$ cat config.mk
export PLATFORM = sky130hd
export DESIGN_NAME = mult_arbiter
export DESIGN_NICKNAME = d
export VERILOG_FILES = /design/src/rtl/mult_arbiter.sv
export SDC_FILE = /design/constraint.sdc
export NUM_CORES = 1
export LEC_CHECK = 0
export ABC_AREA = 1
export CAP_MARGIN = 20
export CORE_MARGIN = 2
export CORE_UTILIZATION = 51
export DETAILED_ROUTE_END_ITERATION = 10
export PLACE_DENSITY = 0.95
export RECOVER_POWER = 50
export SYNTH_ARGS = -nofsm -noshare
export SYNTH_HDL_FRONTEND = slang
export SYNTH_SLANG_ARGS = --single-unit
$ cat constraint.sdc
create_clock -name clk -period 6.28 [get_ports clk]
set_input_delay 0.942 -clock clk [delete_from_list [all_inputs] [get_ports clk]]
set_output_delay 0.942 -clock clk [all_outputs]
set_load 0.03 [all_outputs]
$ cat src/rtl/mult_arbiter.sv
// mult_arbiter: round-robin sharing of one combinational multiplier through a
// two-stage registered pipeline. Define MULT_ARB_PERF_EN to add perf_grants.
module multiplier #(
    parameter int SIZE = 4
) (
    input  logic [SIZE-1:0]   x,
    input  logic [SIZE-1:0]   y,
    output logic [2*SIZE-1:0] p
);
    assign p = {{SIZE{1'b0}}, x} * {{SIZE{1'b0}}, y};
endmodule

module mult_arbiter #(
    parameter int SIZE = 4,
    parameter int NREQ = 4,
    parameter int IDW  = 2
) (
    input  logic                 clk,
    input  logic                 rst_n,
    input  logic                 flush,
    input  logic [NREQ-1:0]      req_valid,
    output logic [NREQ-1:0]      req_ready,
    input  logic [NREQ*SIZE-1:0] req_x,
    input  logic [NREQ*SIZE-1:0] req_y,
    output logic                 resp_valid,
    input  logic                 resp_ready,
    output logic [IDW-1:0]       resp_id,
    output logic [2*SIZE-1:0]    resp_p
`ifdef MULT_ARB_PERF_EN
    ,
    output logic [15:0]          perf_grants
`endif
);
    localparam logic [IDW:0] NREQ_V = (IDW+1)'(NREQ);

    logic              a_vld, b_vld, a_adv, b_adv, any_valid, accept;
    logic [SIZE-1:0]   a_x, a_y, sel_x, sel_y;
    logic [IDW-1:0]    a_id, b_id, rr, rr_next, off, grant_idx;
    logic [IDW:0]      sum;
    logic [NREQ-1:0]   rot;
    logic [2*SIZE-1:0] prod, b_p;

    assign b_adv     = !b_vld || resp_ready;
    assign a_adv     = !a_vld || b_adv;
    assign any_valid = |req_valid;
    assign accept    = any_valid && a_adv && !flush;

    // Rotate so bit 0 is requester rr; the lowest set bit is the offset from rr.
    always_comb begin
        rot = NREQ'({req_valid, req_valid} >> rr);
        off = '0;
        for (int i = NREQ-1; i >= 0; i--) begin
            if (rot[i]) off = IDW'(i);
        end
        sum = {1'b0, rr} + {1'b0, off};
        if (sum >= NREQ_V) sum = sum - NREQ_V;
        grant_idx = sum[IDW-1:0];
    end

    // Gated by rst_n so nothing looks accepted while the block is held in reset.
    assign req_ready = (rst_n && accept) ? (NREQ'(1) << grant_idx) : '0;
    assign rr_next   = (grant_idx == IDW'(NREQ-1)) ? '0 : grant_idx + 1'b1;

    always_comb begin
        sel_x = '0;
        sel_y = '0;
        for (int i = 0; i < NREQ; i++) begin
            if (grant_idx == IDW'(i)) begin
                sel_x = req_x[i*SIZE +: SIZE];
                sel_y = req_y[i*SIZE +: SIZE];
            end
        end
    end

    multiplier #(.SIZE(SIZE)) u_mult (
        .x(a_x),
        .y(a_y),
        .p(prod)
    );

    always_ff @(posedge clk or negedge rst_n) begin
        if (!rst_n) begin
            a_vld <= 1'b0;
            a_x   <= '0;
            a_y   <= '0;
            a_id  <= '0;
            b_vld <= 1'b0;
            b_p   <= '0;
            b_id  <= '0;
            rr    <= '0;
        end else if (flush) begin
            a_vld <= 1'b0;
            b_vld <= 1'b0;
        end else begin
            if (b_adv) begin
                b_vld <= a_vld;
                if (a_vld) begin
                    b_p  <= prod;
                    b_id <= a_id;
                end
            end
            if (a_adv) begin
                a_vld <= accept;
                if (accept) begin
                    a_x  <= sel_x;
                    a_y  <= sel_y;
                    a_id <= grant_idx;
                    rr   <= rr_next;
                end
            end
        end
    end

    assign resp_valid = b_vld;
    assign resp_p     = b_p;
    assign resp_id    = b_id;

`ifdef MULT_ARB_PERF_EN
    // Saturating count of accepted requests; flush never touches it.
    always_ff @(posedge clk or negedge rst_n) begin
        if (!rst_n)
            perf_grants <= '0;
        else if (accept && perf_grants != 16'hFFFF)
            perf_grants <= perf_grants + 16'd1;
    end
`endif
endmodule

==> impl_metrics.env, run 1 <==
export IMPL_outcome="complete, no violations"
export IMPL_hp_class="register to register"
export IMPL_crit_type="primary input to output port"
export IMPL_crit_fanout=9
export IMPL_drc=0
export IMPL_start_kind="primary input"
export IMPL_syn_nets=305
export IMPL_period_needed_ps=5012
export IMPL_relSlewSlack_pct=12.96
export IMPL_hold_viol_final=0
export IMPL_cts_resized=0
export IMPL_clock_latency_ps=320
export IMPL_vias_per_cell=5.201
export IMPL_fp_row_count=21
export IMPL_syn_inst=244
export IMPL_max_vdd_ir_drop_uv=385.9
export IMPL_fin_skew_ps=9.761
export IMPL_place_gp_congestion=0.8647
export IMPL_clk_pin_slew_worst_paths_ps=140
export IMPL_drv_cap=0
export IMPL_synth_seq_cells=24
export IMPL_ctsRootBufferMaster="clkbuf_4"
export IMPL_grt_use_total_pct=21.57
export IMPL_rsz0062_at_grt="false"
export IMPL_yosysWarnings=0
export IMPL_design_die_area_um2=4113
export IMPL_dr_pass1_iters=4
export IMPL_grt_pass1_vias=1750
export IMPL_grt_antenna_before_repair=0
export IMPL_netlist_cell_type_count=27
export IMPL_cts_sinks=24
export IMPL_syn_area_per_cell_um2=7.558
export IMPL_holdBufCountCts=0
export IMPL_total_power_mw=1.600
export IMPL_power_density_nw_per_um2=651.3
export IMPL_diodes=0
export IMPL_die_width_um=64.14
export IMPL_vias=1784
export IMPL_cts_setup_buffers=0
export IMPL_min_period_over_period_pct=79.81
export IMPL_drive_gt1_share_pct=5.051
export IMPL_grt_max_degree=26
export IMPL_ant_nets=0
export IMPL_gr_total_overflow=0
export IMPL_clk_path_buf_depth=2
export IMPL_io_pins=55
export IMPL_worst_slew_pin_slew_ps=1306
export IMPL_slew_violations=0
export IMPL_finalSetupViolCount=0
export IMPL_worst_ep_arrival_time_ps=4070
export IMPL_syn_area_um2=1844
export IMPL_numPortBuffers=54
export IMPL_fmax_mhz=199.5
export IMPL_grt_pass1_wl_mm=7.196
export IMPL_endpoint_kind="output port"
export IMPL_cts_tree="yes"
export IMPL_htree_levels=1
export IMPL_utilization_pct=71.94
export IMPL_p_leak_nw=1.239
export IMPL_wl_per_cell_um=12.15
export IMPL_hpwlAfterDp_mm=3.422
export IMPL_area_growth_pct=33.24
export IMPL_drt_initial_drc_count=76
export IMPL_required_ps=5340
export IMPL_cts_inserted_buffers=3
export IMPL_wl_mm=4.166
export IMPL_dieHeight_um=64.14
export IMPL_tns_ps=0
export IMPL_core_um2=3416
export IMPL_initial_utilization_pct=53.99
export IMPL_seq_area_frac_synth_pct=32.56
export IMPL_nNetsFinal=359
## registers in the layout, summed over array words and instances, names as in the netlist
register and flops:
resp_p 8, a_x 4, a_y 4, a_id 2, resp_id 2, rr 2
a_vld 1, resp_valid 1
## final cells by class
| cell class | instances | area, µm² |
|---|---|---|
| Tap cell | 46 | 57.56 |
| Clock inverter | 1 | 30.03 |
| Fill cell | 288 | 958.4 |
| Multi-Input combinational cell | 178 | 1067 |
| Inverter | 36 | 135.1 |
| Clock buffer | 3 | 22.52 |
| Sequential cell | 24 | 600.6 |
| Timing Repair Buffer | 55 | 544.3 |
## critical path, stage by stage
cell	delay, ps
clkdlybuf4s50_1	520
nand2_1	80
nand3_1	110
nand2_2	60
nand3_1	70
a21boi_0	80
ha_1	200
xor2_1	180
inv_1	80
nand3_1	100
nand2_2	120
ha_1	370
clkinv_1	300
nor2_1	180
clkdlybuf4s50_1	690
## worst paths after layout
kind | slack [ps] | from | depth (start not counted) | end
max reg2reg | 3470 | rr[0]$_DFFE_PN0P_ | 18 | a_y[3]$_DFFE_PN0P_
min | 490 | a_id[0]$_DFFE_PN0P_ | 2 | resp_id[0]$_DFFE_PN0P_
max | 1270 | req_valid[3] | 15 | req_ready[2]
min reg2reg | 490 | a_id[0]$_DFFE_PN0P_ | 2 | resp_id[0]$_DFFE_PN0P_
min in group asynchronous | 1410 | rst_n | 2 | resp_id[1]$_DFFE_PN0P_
max in group asynchronous | 4110 | rst_n | 2 | a_x[1]$_DFFE_PN0P_
## report_power, final
group / total, mW / internal [mW] / switching (mW)
registers: 0.293 / 0.226 / 0.0665
clock network: 0.114 / 0.0646 / 0.0494
logic: 1.19 / 0.481 / 0.713
total: 1.60 / 0.772 / 0.829
## routing by layer
metal / track usage (%) / up-vias / routed length, µm
li1: - / 898 / -
met4: 6.383 / 0 / 90
met1: 25.51 / 801 / 1778
met2: 39.71 / 73 / 2029
met3: 3.697 / 12 / 268
met5: 0 / - / 0
## cell usage after synthesis (all sizes together)
master / number / area [µm²]
a31oi: 2 / 12.51
o22ai: 1 / 6.260
inv: 34 / 127.6
ha: 17 / 212.7
a21oi: 20 / 100.1
nand4: 2 / 12.51
nor2: 11 / 56.30
o21a: 1 / 7.510
clkinv: 2 / 7.510
o211ai: 8 / 60.06
nand3: 11 / 55.05
nand2: 81 / 319.1
dfrtp: 24 / 600.6
a2bb2oi: 6 / 52.55
fa: 4 / 80.08
a21boi: 1 / 7.510
xnor2: 1 / 8.760
buf: 6 / 38.79
xor2: 3 / 26.28
o31ai: 1 / 7.510
a22oi: 2 / 15.01
o21ai: 6 / 30.03
## placed cells by master (no fill, tap or decap), drive strengths merged
master | netlist | routed
nand2 | 81 | 81
clkdlybuf4s50 | 0 | 52
inv | 34 | 34
dfrtp | 24 | 24
a21oi | 20 | 20
ha | 17 | 17
nand3 | 11 | 11
nor2 | 11 | 11
o211ai | 8 | 8
o21ai | 6 | 6
a2bb2oi | 6 | 6
fa | 4 | 4
clkbuf | 0 | 4
xor2 | 3 | 3
clkinv | 2 | 2
nand4 | 2 | 2
a31oi | 2 | 2
a22oi | 2 | 2
dlygate4sd3 | 0 | 2
a21boi | 1 | 1
o21a | 1 | 1
o22ai | 1 | 1
xnor2 | 1 | 1
o31ai | 1 | 1
bufinv | 0 | 1
## cells by family after synthesis
logic type               count (synthesis)  share of synthesized area, %
AND/OR/NAND/NOR                        105                         24.02
AO/OA/AOI/OAI                           48                         16.22
buffers and inverters                   42                         9.430
flip-flops                              24                         32.56
adder cells (fa/ha/maj)                 21                         15.88
XOR/XNOR                                 4                         1.900
## through the flow
stage               cell area (µm²)  setup slack, ps  hold WS [ps]  instances
global route                   2457            966.6         515.7        343
CTS                            2464             1290         499.7        343
finish                         2457             1268         492.1        343
floorplan                      1844             2510         442.2        244
global placement               2411             1451         456.3        339
detailed placement             2411             1316         466.6        339
(Power assumes the default switching activity.)
==> run 2: changes to the inputs <==
--- a/config.mk
+++ b/config.mk
@@ -8,9 +8,9 @@
 export ABC_AREA = 1
 export CAP_MARGIN = 20
 export CORE_MARGIN = 2
-export CORE_UTILIZATION = 51
+export CORE_UTILIZATION = 43
 export DETAILED_ROUTE_END_ITERATION = 10
-export PLACE_DENSITY = 0.95
+export PLACE_DENSITY = 0.87
 export RECOVER_POWER = 50
 export SYNTH_ARGS = -nofsm -noshare
 export SYNTH_HDL_FRONTEND = slang
==> constraint.sdc (replaced) <==
create_clock -name clk -period 4.55 [get_ports clk]
set_input_delay 0.6825 -clock clk [delete_from_list [all_inputs] [get_ports clk]]
set_output_delay 0.6825 -clock clk [all_outputs]
set_load 0.03 [all_outputs]
==> impl_metrics.env, run 2 (synthesis results as in run 1) <==
export IMPL_hpwlAfterDp_mm=3.381
export IMPL_slowest_stage="clkdlybuf4s50_1"
export IMPL_die_width_um=69.49
export IMPL_ant_nets=0
export IMPL_crit_path_cell_trace="clkdlybuf4s50_1, nand2_1, nand3_1, nand3_1, a21boi_0, ha_1, xor2_1, inv_1, nand3_1, nand2_2, inv_1, ha_2, inv_1, nor2_1, clkdlybuf4s50_1"
export IMPL_grt_use_total_pct=18.19
export IMPL_clk_pin_slew_worst_paths_ps=90
export IMPL_fin_skew_ps=3.032
export IMPL_cts_inserted_buffers=3
export IMPL_fmax_mhz=237.4
export IMPL_finalSetupViolCount=0
export IMPL_area_growth_pct=34.94
export IMPL_worst_ep_arrival_time_ps=3530
export IMPL_worst_slack_ps=337.8
export IMPL_wl_per_cell_um=11.86
export IMPL_rsz0062_at_grt="false"
export IMPL_tns_ps=0
export IMPL_grt_antenna_before_repair=0
export IMPL_crit_type="primary input to output port"
export IMPL_regToRegStartpoint="a_y[3]$_DFFE_PN0P_"
export IMPL_clock_latency_ps=270
export IMPL_wl_mm=4.139
export IMPL_reg2reg_slack_ps=1760
export IMPL_fillers=370
export IMPL_endpoint_kind="output port"
export IMPL_diodes=0
export IMPL_min_period_over_period_pct=92.58
export IMPL_dr_pass1_iters=4
export IMPL_dp_slack_ps=268.8
export IMPL_drt_initial_drc_count=75
export IMPL_crit_fanout=10
export IMPL_vias_per_cell=4.986
export IMPL_start_kind="primary input"
export IMPL_gr_total_overflow=0
export IMPL_cts_sinks=24
export IMPL_multi_input_area_um2=1072
export IMPL_utilization_pct=61.33
export IMPL_htree_levels=1
export IMPL_outcome="complete, no violations"
export IMPL_rr_worst_depth=9
export IMPL_drive_gt1_share_pct=6.689
export IMPL_hp_class="register to register"
export IMPL_power_density_nw_per_um2=895.3
export IMPL_hold_viol_final=0
export IMPL_drv_cap=0
export IMPL_clk_path_buf_depth=2
export IMPL_period_needed_ps=4212
export IMPL_numPortBuffers=54
export IMPL_nNetsFinal=361
export IMPL_io_pins=55
export IMPL_required_ps=3870
export IMPL_cts_tree="yes"
export IMPL_ctsRootBufferMaster="clkbuf_8"
export IMPL_final_common_cell="nand2_1"
export IMPL_fp_row_count=23
export IMPL_worstReg2RegEnd="resp_p[6]$_DFFE_PN0P_"
export IMPL_design_die_area_um2=4829
export IMPL_drc=0
export IMPL_largest_reg_flops=8
export IMPL_core_um2=4058
export IMPL_p_leak_nw=1.254
export IMPL_dieHeight_um=69.49
export IMPL_min_to="resp_id[0]$_DFFE_PN0P_"
export IMPL_layout_area_seq_um2=600.6
export IMPL_slew_violations=0
export IMPL_crit_path_max_incr_delay_ps=680
export IMPL_max_vdd_ir_drop_uv=638.0
export IMPL_grt_max_degree=26
export IMPL_place_gp_congestion=0.9623
export IMPL_worst_slew_pin_slew_ps=418.4
export IMPL_grt_pass1_vias=1678
export IMPL_initial_utilization_pct=45.45
export IMPL_hold_depth=2
export IMPL_grt_pass1_wl_mm=7.307
export IMPL_vias=1740
export IMPL_relSlewSlack_pct=72.04
export IMPL_holdBufCountCts=0
export IMPL_final_cell_mix="nand2_1 (76), clkdlybuf4s50_1 (49), inv_1 (30), dfrtp_1 (24), a21oi_1 (20)"
export IMPL_min_delay_start="a_id[0]$_DFFE_PN0P_"
## run 2: changes by cell type in the layout (fill, tap and decap cells not counted), sizes merged
cell / previous run / this run
dlygate4sd3: 2 / 5
buf: 0 / 3
bufinv: 1 / 0
clkdlybuf4s50: 52 / 49
## run 2: repair_timing
action                                  CTS  global route
setup buffers                             0             0
resized for setup                         0             2
hold endpoints to repair                  0             0
endpoints found under the setup margin    0             2
## run 2: power by group
| group | leakage [nW] | internal, mW | total [mW] | switching (mW) |
|---|---|---|---|---|
| Sequential | 0.291 | 0.313 | 0.405 | 0.0915 |
| Clock | 0.0288 | 0.0774 | 0.147 | 0.0701 |
| Combinational | 0.935 | 0.698 | 1.68 | 0.977 |
## run 2: layout make-up
type | instances | share of cell area, %
Clock buffer | 4 | 2.212
Inverter | 36 | 5.430
Multi-Input combinational cell | 178 | 43.09
Sequential cell | 24 | 24.13
Tap cell | 50 | 2.514
Timing Repair Buffer | 57 | 22.62
## run 2: per-stage QoR
| stage | power, mW | instances | hold WS (ps) | area [µm²] |
|---|---|---|---|---|
| detailed placement | 2.070 | 345 | 469.2 | 2431 |
| finish | 2.228 | 349 | 481.0 | 2489 |
| floorplan | 1.636 | 244 | 386.9 | 1844 |
| global placement | 1.996 | 345 | 460.0 | 2431 |
| global route | 2.473 | 349 | 516.6 | 2489 |
| CTS | 2.239 | 349 | 488.9 | 2486 |
## run 2: metal layers
metal	GRT usage (%)	wire (µm)	up-vias
met4	4.575	58	0
met3	2.762	233	6
met2	32.91	2082	58
met1	22.51	1764	764
met5	0	0	-
li1	-	-	912
## run 2: worst max path at each step
| stage | start | endpoint |
|---|---|---|
| 2_1_floorplan | req_valid[1] | req_ready[3] |
| 3_3_place_gp | req_valid[0] | req_ready[1] |
| 3_5_place_dp | req_valid[2] | req_ready[1] |
| 4_1_cts | req_valid[2] | req_ready[1] |
| 5_1_grt | req_valid[2] | req_ready[1] |
| 6_report | req_valid[2] | req_ready[1] |
## run 2: worst max-delay path, delay by kind of cell
family / cells / cell delay (ps)
compound gates: 1 / 160
xor+xnor: 1 / 200
fa+ha+maj: 2 / 480
simple gates: 6 / 580
buf+inv: 5 / 1410
